--- config.mk ---
export PLATFORM = sky130hd
export DESIGN_NAME = adc_record_ctrl
export DESIGN_NICKNAME = d
export VERILOG_FILES = /design/src/rtl/adc_rec_pkg.sv /design/src/rtl/adc_rec_sequencer.sv /design/src/rtl/adc_record_ctrl.sv
export SDC_FILE = /design/constraint.sdc
export NUM_CORES = 1
export LEC_CHECK = 0
export CAP_MARGIN = 10
export CORE_MARGIN = 4
export CORE_UTILIZATION = 41
export DETAILED_ROUTE_END_ITERATION = 6
export HOLD_SLACK_MARGIN = 0.1
export PLACE_DENSITY_LB_ADDON = 0.2
export SYNTH_ARGS = -nofsm -noshare
export SYNTH_HDL_FRONTEND = slang
export SYNTH_SLANG_ARGS = --single-unit
--- constraint.sdc ---
create_clock -name ref_frame_clk -period 2.5 [get_ports ref_frame_clk]
set_input_delay 0.375 -clock ref_frame_clk [delete_from_list [all_inputs] [get_ports ref_frame_clk]]
set_output_delay 0.375 -clock ref_frame_clk [all_outputs]
set_load 0.05 [all_outputs]
--- src/rtl/adc_rec_pkg.sv ---
// Shared types and default widths for the ADC record controller.
// The optional test-pattern source is enabled by defining ADC_TEST_PATTERN_EN.
package adc_rec_pkg;

    localparam int DEF_NUM_CH   = 8;
    localparam int DEF_SAMPLE_W = 12;
    localparam int DEF_ADDR_W   = 15;
    // The config record stores the record length at this width, so ADDR_W must not exceed it.
    localparam int MAX_ADDR_W   = 16;

    typedef enum logic [2:0] {
        IDLE    = 3'd0,
        ARMED   = 3'd1,
        DELAY   = 3'd2,
        CAPTURE = 3'd3,
        DONE    = 3'd4
    } rec_state_e;

    typedef struct packed {
        logic [15:0]           delay;
        logic [MAX_ADDR_W-1:0] len;
        logic [3:0]            decim;
        logic [7:0]            nrec;
    } rec_cfg_t;

endpackage

--- src/rtl/adc_rec_sequencer.sv ---
// Capture sequencer: arm/trigger/delay/decimate state machine with word, record and address counters.
// frame_valid qualifies one frame per cycle and has no ready: every valid frame is either written or deliberately skipped.
module adc_rec_sequencer
    import adc_rec_pkg::*;
#(
    parameter int ADDR_W = DEF_ADDR_W
) (
    input  logic              ref_frame_clk,
    input  logic              state_reset_n,
    input  logic              arm_edge,
    input  logic              trig_edge,
    input  logic              abort,
    input  logic              frame_valid,
    input  logic [15:0]       trig_delay,
    input  logic [ADDR_W-1:0] rec_length,
    input  logic [3:0]        decim,
    input  logic [7:0]        num_records,
    output logic              accept,
    output logic [ADDR_W-1:0] addr,
    output logic [7:0]        rec_count,
    output logic              trig_missed,
    output logic              overflow,
    output logic              data_ready,
    output rec_state_e        state
);

    rec_state_e        state_nxt;
    rec_cfg_t          cfg;
    logic [15:0]       delay_cnt;
    logic [3:0]        decim_cnt;
    logic [ADDR_W-1:0] word_cnt;
    logic              arm_take;
    logic              trig_take;
    logic              rec_end;
    logic              ovf_hit;
    logic              word_last;
    logic              last_rec;

    always_ff @(posedge ref_frame_clk or negedge state_reset_n) begin
        if (!state_reset_n) state <= IDLE;
        else                state <= state_nxt;
    end

    always_comb begin
        state_nxt = state;
        arm_take  = 1'b0;
        trig_take = 1'b0;
        accept    = 1'b0;
        rec_end   = 1'b0;
        ovf_hit   = 1'b0;
        word_last = (MAX_ADDR_W'(word_cnt) == cfg.len);
        last_rec  = ((rec_count + 8'd1) >= cfg.nrec);
        if (abort) begin
            state_nxt = IDLE;
        end else begin
            case (state)
                IDLE, DONE: begin
                    if (arm_edge) begin
                        arm_take  = 1'b1;
                        state_nxt = ARMED;
                    end
                end
                ARMED: begin
                    if (trig_edge) begin
                        trig_take = 1'b1;
                        state_nxt = (cfg.delay != 16'd0) ? DELAY : CAPTURE;
                    end
                end
                DELAY: begin
                    if (frame_valid && delay_cnt == 16'd1) state_nxt = CAPTURE;
                end
                CAPTURE: begin
                    if (frame_valid && decim_cnt == 4'd0) begin
                        accept = 1'b1;
                        // Top address with words still owed ends the sequence as an overflow.
                        if ((&addr) && !(word_last && last_rec)) begin
                            ovf_hit   = 1'b1;
                            state_nxt = DONE;
                        end else if (word_last) begin
                            rec_end   = 1'b1;
                            state_nxt = last_rec ? DONE : ARMED;
                        end
                    end
                end
                default: state_nxt = IDLE;
            endcase
        end
    end

    always_ff @(posedge ref_frame_clk or negedge state_reset_n) begin
        if (!state_reset_n) begin
            cfg         <= '0;
            delay_cnt   <= '0;
            decim_cnt   <= '0;
            word_cnt    <= '0;
            addr        <= '0;
            rec_count   <= '0;
            trig_missed <= 1'b0;
            overflow    <= 1'b0;
            data_ready  <= 1'b0;
        end else if (abort) begin
            data_ready <= 1'b0;
        end else begin
            if (arm_take) begin
                cfg.delay   <= trig_delay;
                cfg.len     <= MAX_ADDR_W'(rec_length);
                cfg.decim   <= decim;
                cfg.nrec    <= (num_records == 8'd0) ? 8'd1 : num_records;
                addr        <= '0;
                rec_count   <= '0;
                trig_missed <= 1'b0;
                overflow    <= 1'b0;
                data_ready  <= 1'b0;
            end
            if (trig_take) begin
                delay_cnt <= cfg.delay;
                decim_cnt <= '0;
                word_cnt  <= '0;
            end
            if (state == DELAY && frame_valid) delay_cnt <= delay_cnt - 16'd1;
            if (state == CAPTURE && frame_valid)
                decim_cnt <= (decim_cnt == cfg.decim) ? 4'd0 : decim_cnt + 4'd1;
            if (accept) begin
                addr     <= addr + 1'b1;
                word_cnt <= word_cnt + 1'b1;
            end
            if (rec_end) rec_count <= rec_count + 8'd1;
            if ((rec_end && last_rec) || ovf_hit) data_ready <= 1'b1;
            if (ovf_hit) overflow <= 1'b1;
            if (trig_edge && (state == DELAY || state == CAPTURE)) trig_missed <= 1'b1;
        end
    end

endmodule

--- src/rtl/adc_record_ctrl.sv ---
// ADC record controller top: edge detection, word packing and registered RAM write port.
// Define ADC_TEST_PATTERN_EN to add iTestMode, which replaces samples with (addr + channel) ramps.
module adc_record_ctrl
    import adc_rec_pkg::*;
#(
    parameter int NUM_CH   = DEF_NUM_CH,
    parameter int SAMPLE_W = DEF_SAMPLE_W,
    parameter int ADDR_W   = DEF_ADDR_W,
    parameter int DATA_W   = NUM_CH * SAMPLE_W,
    parameter int BE_W     = (DATA_W + 7) / 8
) (
    input  logic              ref_frame_clk,
    input  logic              iStateReset_n,
    input  logic [DATA_W-1:0] iFrameData,
    input  logic              iFrameValid,
`ifdef ADC_TEST_PATTERN_EN
    input  logic              iTestMode,
`endif
    input  logic              iArm,
    input  logic              iAbort,
    input  logic              iSystemTrig,
    input  logic [15:0]       iTrigDelay,
    input  logic [ADDR_W-1:0] iRecLength,
    input  logic [3:0]        iDecim,
    input  logic [7:0]        iNumRecords,
    output logic              oWREN,
    output logic [ADDR_W-1:0] oWAddr,
    output logic [DATA_W-1:0] oWData,
    output logic [BE_W-1:0]   oBYTEEN,
    output logic              oDataReady,
    output logic              oBusy,
    output logic [7:0]        oRecCount,
    output logic              oTrigMissed,
    output logic              oOverflow
);

    logic              arm_prev;
    logic              trig_prev;
    logic              arm_edge;
    logic              trig_edge;
    logic              accept;
    logic [ADDR_W-1:0] seq_addr;
    logic [DATA_W-1:0] wdata_nxt;
    rec_state_e        seq_state;

    assign arm_edge  = iArm & ~arm_prev;
    assign trig_edge = iSystemTrig & ~trig_prev;
    assign oBusy     = (seq_state == ARMED) || (seq_state == DELAY) || (seq_state == CAPTURE);

    always_ff @(posedge ref_frame_clk or negedge iStateReset_n) begin
        if (!iStateReset_n) begin
            arm_prev  <= 1'b0;
            trig_prev <= 1'b0;
        end else begin
            arm_prev  <= iArm;
            trig_prev <= iSystemTrig;
        end
    end

    adc_rec_sequencer #(
        .ADDR_W (ADDR_W)
    ) u_seq (
        .ref_frame_clk (ref_frame_clk),
        .state_reset_n (iStateReset_n),
        .arm_edge      (arm_edge),
        .trig_edge     (trig_edge),
        .abort         (iAbort),
        .frame_valid   (iFrameValid),
        .trig_delay    (iTrigDelay),
        .rec_length    (iRecLength),
        .decim         (iDecim),
        .num_records   (iNumRecords),
        .accept        (accept),
        .addr          (seq_addr),
        .rec_count     (oRecCount),
        .trig_missed   (oTrigMissed),
        .overflow      (oOverflow),
        .data_ready    (oDataReady),
        .state         (seq_state)
    );

`ifdef ADC_TEST_PATTERN_EN
    logic              test_mode;
    logic [DATA_W-1:0] pattern_word;

    // Latched on the same condition the sequencer uses to take an arm edge.
    always_ff @(posedge ref_frame_clk or negedge iStateReset_n) begin
        if (!iStateReset_n)                      test_mode <= 1'b0;
        else if (arm_edge && !iAbort && !oBusy) test_mode <= iTestMode;
    end

    always_comb begin
        pattern_word = '0;
        for (int k = 0; k < NUM_CH; k++)
            pattern_word[k*SAMPLE_W +: SAMPLE_W] = SAMPLE_W'(seq_addr) + SAMPLE_W'(k);
        wdata_nxt = test_mode ? pattern_word : iFrameData;
    end
`else
    assign wdata_nxt = iFrameData;
`endif

    always_ff @(posedge ref_frame_clk or negedge iStateReset_n) begin
        if (!iStateReset_n) begin
            oWREN   <= 1'b0;
            oWAddr  <= '0;
            oWData  <= '0;
            oBYTEEN <= '0;
        end else begin
            oWREN   <= accept;
            oBYTEEN <= accept ? '1 : '0;
            if (accept) begin
                oWAddr <= seq_addr;
                oWData <= wdata_nxt;
            end
        end
    end

endmodule

==> impl_metrics.toml <==
[drt]
routedWlPerCell_um = 16.3
drc = 0
met1_length_um = 12000
drt_first_pass_iters = 7
vias_per_cell = 4.91
vias = 8670
route.antenna.remaining_nets = 0
wl_met2_um = 13500
totalWireLength_um = 28700
top_layer = "met4"
wl_met3_um = 2630
drtIter0Drc = 492

[global_routing]
grt_max_degree = 86
grt_pass1_wl_um = 46000
grt_usage_pct = 21.2
grt_remaining_overflow = 0
antenna_found_initial = 0
grt_pass1_vias = 8840

[synthesis]
synth_area_um2 = 9890
yosysSeqAreaShare_pct = 55.9
synth_nets = 1283
ys_types = 59
synth_flop_cell = "dfrtp_1"
syn_avg_cell_area_um2 = 8.81
ys_warn_count = 0
synthArstFlopShare_pct = 100
synth_edf_count = 0
synth-seq-cells = 221
syn_inst = 1123

[cells_and_area]
final_area_um2 = 14300
nets = 1585
diodes = 0
fillers = 2009
drive_above_1_share_pct = 9.83
seqCellArea_um2 = 5540
fin_util_pct = 60.7
area_growth_pct = 45.0
multi_input_area_um2 = 4190

[sta]
setup_viol = 1
period_needed_ps = 2590
finalClockSkew_ps = 32.2
slew_violations = 0
fin_crit_sh_pct = 104
timing.final.ws_setup_ps = -90.4
fmax_ghz = 0.386
max_slew_margin_pct = 52.3
rsz0062_at_grt = "true"
finalHoldViolations = 0
tightest_slew_ps = 716

[critical_path]
crit_path_top_delay_cell = "or4_4"
worstSetupPathType = "reg -> reg"
slowest_delay_ps = 540
r2r_cells = 6
worstReg2RegStart = "u_seq.delay_cnt[9]$_DFFE_PN0P_"
critPathCaptureType = "flop"
path_max_fanout = 2
cp.arrival_ps = 2990
startpoint_type = "flop"
critPathLaunch = "u_seq.delay_cnt[9]$_DFFE_PN0P_"
crit_required_ps = 2900
path_cells = "or4_4 > or4_4 > or3_4 > or4_4 > o22ai_4 > o2bb2a_4"
path_common_cell = "or4_4"

[die]
io_pins = 281
dieArea_um2 = 26700
core-area_um2 = 23600
fp.dieH_um = 163
start_util_pct = 41.9
die_w_um = 163
core.rowCount = 56

[pwr]
powerDensity_nw_per_um2 = 869
p_leak_nw = 6.79
power.total_mw = 12.5
peakVddDrop_v = 0.000620

[clocking]
cts_tree = "yes"
htree_levels = 1
clk_latency_ps = 540
cts_buffers = 26
max-clock-path-buffers = 3
cts.clk_slew.worst_paths_ps = 60
cts.sinks = 221
ctsRootBufferMaster = "clkbuf_16"

[place]
dp_slack_ps = -69.8
gp_congestion = 0.832
place_area_um2 = 13300
hpwlAfterDp_um = 20500
port_buffers = 280

[min_path]
min_from = "iFrameData[94]"
holdPathStages = 3
hp-class = "in -> reg"

[flow_run]
maxCapViolCount = 0

[status]
violations = "setup timing"
status = "finished, violations left"
[cells in the final DEF, fill, tap and decap left out, drive strengths merged, types with 3 or more instances in the layout]
cell,count
nor3b,4
nor3,13
clkbuf,38
o2bb2ai,3
or2,3
nor2,37
buf,56
a21oi,24
xor2,5
nand3,25
dfrtp,221
clkinvlp,4
xnor2,19
o211ai,8
nand4,13
inv,19
nor4,10
clkinv,3
clkdlybuf4s50,278
o22ai,3
and3,9
ha,15
nand2b,7
mux2i,8
or3,3
a31o,3
nor2b,3
mux2,4
and2,7
o21ai,56
a22oi,4
nand2,497
o31ai,10
or4,5
[worst max-delay path: cells and delay by family (launching register included)]
family	cells	cell delay (ps)
compound gates	2	280
flops	1	370
simple gates	4	1820
[registers in the layout, summed over array words and instances (netlist names)]
signal	count
oBYTEEN	1
oWData	96
trig_prev	1
u_seq.trig_missed	1
arm_prev	1
u_seq.decim_cnt	4
u_seq.data_ready	1
u_seq.state	3
u_seq.delay_cnt	16
u_seq.addr	15
u_seq.word_cnt	15
u_seq.rec_count	8
u_seq.overflow	1
oWAddr	15
u_seq.cfg	43
[repair_timing]
action / CTS / global route
hold buffers: 1 / 0
setup buffers: 0 / 3
endpoints found under the setup margin: 1 / 13
hold endpoints to repair: 71 / 0
pin swaps: 0 / 10
resized for setup: 0 / 22
[cells by family after synthesis]
logic type	share of synthesized area [%]
compound gates	8.28
mux	1.27
flops	55.9
simple gates	27.0
buf+inv	3.50
fa+ha+maj	1.90
xor+xnor	2.13
[cells in the mapped netlist (all sizes together) (5+ instances only)]
cell | instances | area, µm²
inv | 18 | 67.6
mux2i | 8 | 80.1
xor2 | 5 | 43.8
nand2b | 7 | 43.8
o211ai | 8 | 60.1
nand3 | 25 | 125
and2 | 7 | 43.8
o31ai | 10 | 75.1
nor3 | 13 | 65.1
a21oi | 24 | 124
nand2 | 497 | 1870
xnor2 | 19 | 166
buf | 16 | 106
ha | 15 | 188
o21ai | 56 | 280
or4 | 5 | 52.6
dfrtp | 221 | 5530
nor2 | 37 | 139
nor4 | 10 | 62.6
and3 | 9 | 56.3
nand4 | 13 | 81.3
clkbuf | 46 | 173
[worst paths after layout]
path	slack, ps	to
setup reg to reg	-90	u_seq.delay_cnt[15]$_DFFE_PN0P_
max in group asynchronous	1340	u_seq.word_cnt[10]$_DFFE_PN0P_
hold reg to reg	470	oWAddr[6]$_DFFE_PN0P_
hold / removal	360	oWData[94]$_DFFE_PN0P_
min in group asynchronous	450	oWData[18]$_DFFE_PN0P_
setup / recovery	-90	u_seq.delay_cnt[15]$_DFFE_PN0P_
[metal layers]
metal	track usage (%)	vias up
li1	-	4272
met1	26.8	4120
met2	34.7	237
met3	8.00	41
met4	4.92	0
met5	0	-
[report_power, final]
group	total [mW]	switching, mW	internal, mW
logic	3.87	2.39	1.48
registers	4.81	0.513	4.29
clock network	3.79	1.51	2.28
[through the flow]
stage               hold WS (ps)  setup TNS, ps  instances
CTS                          338          -74.1       1761
global route                 344           -816       1764
global placement             429          -48.1       1712
detailed placement           428          -69.8       1712
floorplan                   79.4           -901       1123
finish                       357          -90.4       1764
[area by class of cell]
cell class              instances  share of cell area (%)
inverters                      18                   0.489
multi-input cells             822                    29.2
repair buffers                336                    22.9
clock inverters                10                   0.872
flip-flops and latches        221                    38.6
well taps                     319                    2.78
clock buffers                  38                    5.20
Power figures use the tool's default switching activity.
==> edit: new RTL, same settings <==
Set the package constant `MAX_ADDR_W` to 15 (it was 16).
--- a/src/rtl/adc_rec_pkg.sv
+++ b/src/rtl/adc_rec_pkg.sv
@@ -8,3 +8,3 @@
     // The config record stores the record length at this width, so ADDR_W must not exceed it.
-    localparam int MAX_ADDR_W   = 16;
+    localparam int MAX_ADDR_W   = 15;
 
Behaviour: no difference found for any inputs over 4 cycles, from zero or initial values and one cycle with iStateReset_n low; that may be too few to reach the edited logic, so the function may still have changed.
==> edit against the original RTL <==
The run still ends with setup timing left; global-route usage decreased by 1.8 points; sequential cell count did not move; worst setup slack lost 0.0084 ns; via count decreased by 1.1%; synthesized area is 0.43% higher; fmax decreased by 0.32%; count of clock-buffer cells in the layout rose by 2; combinational power decreased by 33%; total power is 13% lower; sequential power down 6.2%; critical path depth grew 4; final area fell by 0.97%; routed wire length is 7.0% lower; critical path type unchanged.
==> edit: results (changes against the original RTL) <==
The flow ran to the end, but the final reports show violations. The checks that failed: setup timing. The synthesized net count was 1294 (+0.86%). The number of library cell types mapped by synthesis came out at 60 (+1.7%). The final worst slack was -0.09871 ns (-0.008352 ns). The detailed-route vias per instance came to 4.909 (-0.12%). The synthesized area per cell came to 8.757 um2 (-0.54%). By area the synthesized netlist is led by dfrtp_1 56%, nand2_1 19%, o21ai_0 2.9%.

The final worst clock skew came to 0.01117 ns (-0.02099 ns). The count of routing violations after the opening detailed-route iteration is 491 (-0.20%). The leakage dissipation is 6.796 nW (about the same). The slew at the pin closest to its max-slew limit came to 0.6432 ns (-0.07279 ns). The maximum fanout count along the critical path came out at 4 (+2). The end-of-flow core utilization came out at 59.97% (-0.77 points). The maximum vdd drop is 0.5031 mV (-19%). The number of nets in the layout is 1573 (-0.76%). The internal power component is 7.430 mW (-7.7%). The arrival time at the worst endpoint is 3.00 ns (about the same). Sorting the synthesized cells by how often they occur yields 499 x nand2_1, 221 x dfrtp_1, 57 x o21ai_0. The routed length per placed instance came out at 15.29 um (-6.1%). The global-route total usage across every layer is 19.33% (-1.8 points).

The setup-violating endpoint count in the final report is 4 (+3). The total half-perimeter wirelength after legalization and detailed placement came out at 18720 um (-8.8%). The detailed-router iteration count before antenna repair is 4 (-3). The layout filler cell count was 2122 (+5.6%).

The worst hold slack after final layout is 0.3211 ns (-0.03604 ns). The worst-case setup slack after placement came out at -0.1151 ns (-0.04530 ns). The clock latency on the worst-skew pair was 0.52 ns (-0.02 ns).
==> edit: worst min path at each step <==
stage,start,end,cells past startpoint
after floorplan,iStateReset_n,arm_prev,0
after global placement,iStateReset_n,oWData[0],1
after detailed placement,iStateReset_n,oWData[0],1
after CTS,iSystemTrig,trig_prev,1
after global routing,iSystemTrig,trig_prev,1
final,iSystemTrig,trig_prev,1
==> edit: layer usage <==
layer	vias up	GRT usage [%]	part of all wire [%]
met1	4038	26.07	43
met2	244	32.02	48
met5	-	0	0
li1	4255	-	-
met3	39	3.962	6.8
met4	0	5.032	2.4
==> edit: kinds of logic after synthesis <==
logic type      synth area share (%)
compound gates                 8.165
xor+xnor                       2.381
simple gates                   27.43
fa+ha+maj                      1.890
flops                          55.69
mux                           0.7182
buf+inv                        3.729
==> edit: layout make-up <==
cell class	instances	area share (%)
Timing Repair Buffer	316	22.28
Inverter	19	0.5022
Sequential cell	221	38.98
Clock inverter	3	0.2819
Tap cell	319	2.810
Clock buffer	40	5.735
Multi-Input combinational cell	829	29.41
==> edit: what timing repair did <==
| action | in CTS | in global routing |
|---|---|---|
| pin swaps | 11 | 2 |
| buffers inserted | 4 | 0 |
| hold buffers | 1 | 0 |
| hold endpoints to repair | 56 | 0 |
| cloned | 0 | 0 |
| setup endpoints to repair | 10 | 12 |
| resized for setup | 9 | 6 |
==> edit: critical path, stage by stage, from the launching register on <==
cell and delay [ns]:
dfrtp_2 0.39, ha_4 0.19, nand3_4 0.11, xnor2_2 0.16, ha_2 0.20, or4_4 0.49
a21oi_4 0.15, o31ai_4 0.10, o2111ai_4 0.24, mux2_4 0.32, a21o_1 0.15
==> edit: power by group through the flow <==
stage	logic [mW]	registers [mW]	clock network, mW
6_report	2.61	4.51	3.73
5_1_grt	2.83	4.59	3.96
4_1_cts	2.64	4.51	3.83
3_5_place_dp	2.62	4.56	0
3_3_place_gp	2.58	4.54	0
2_1_floorplan	0.849	5.23	0
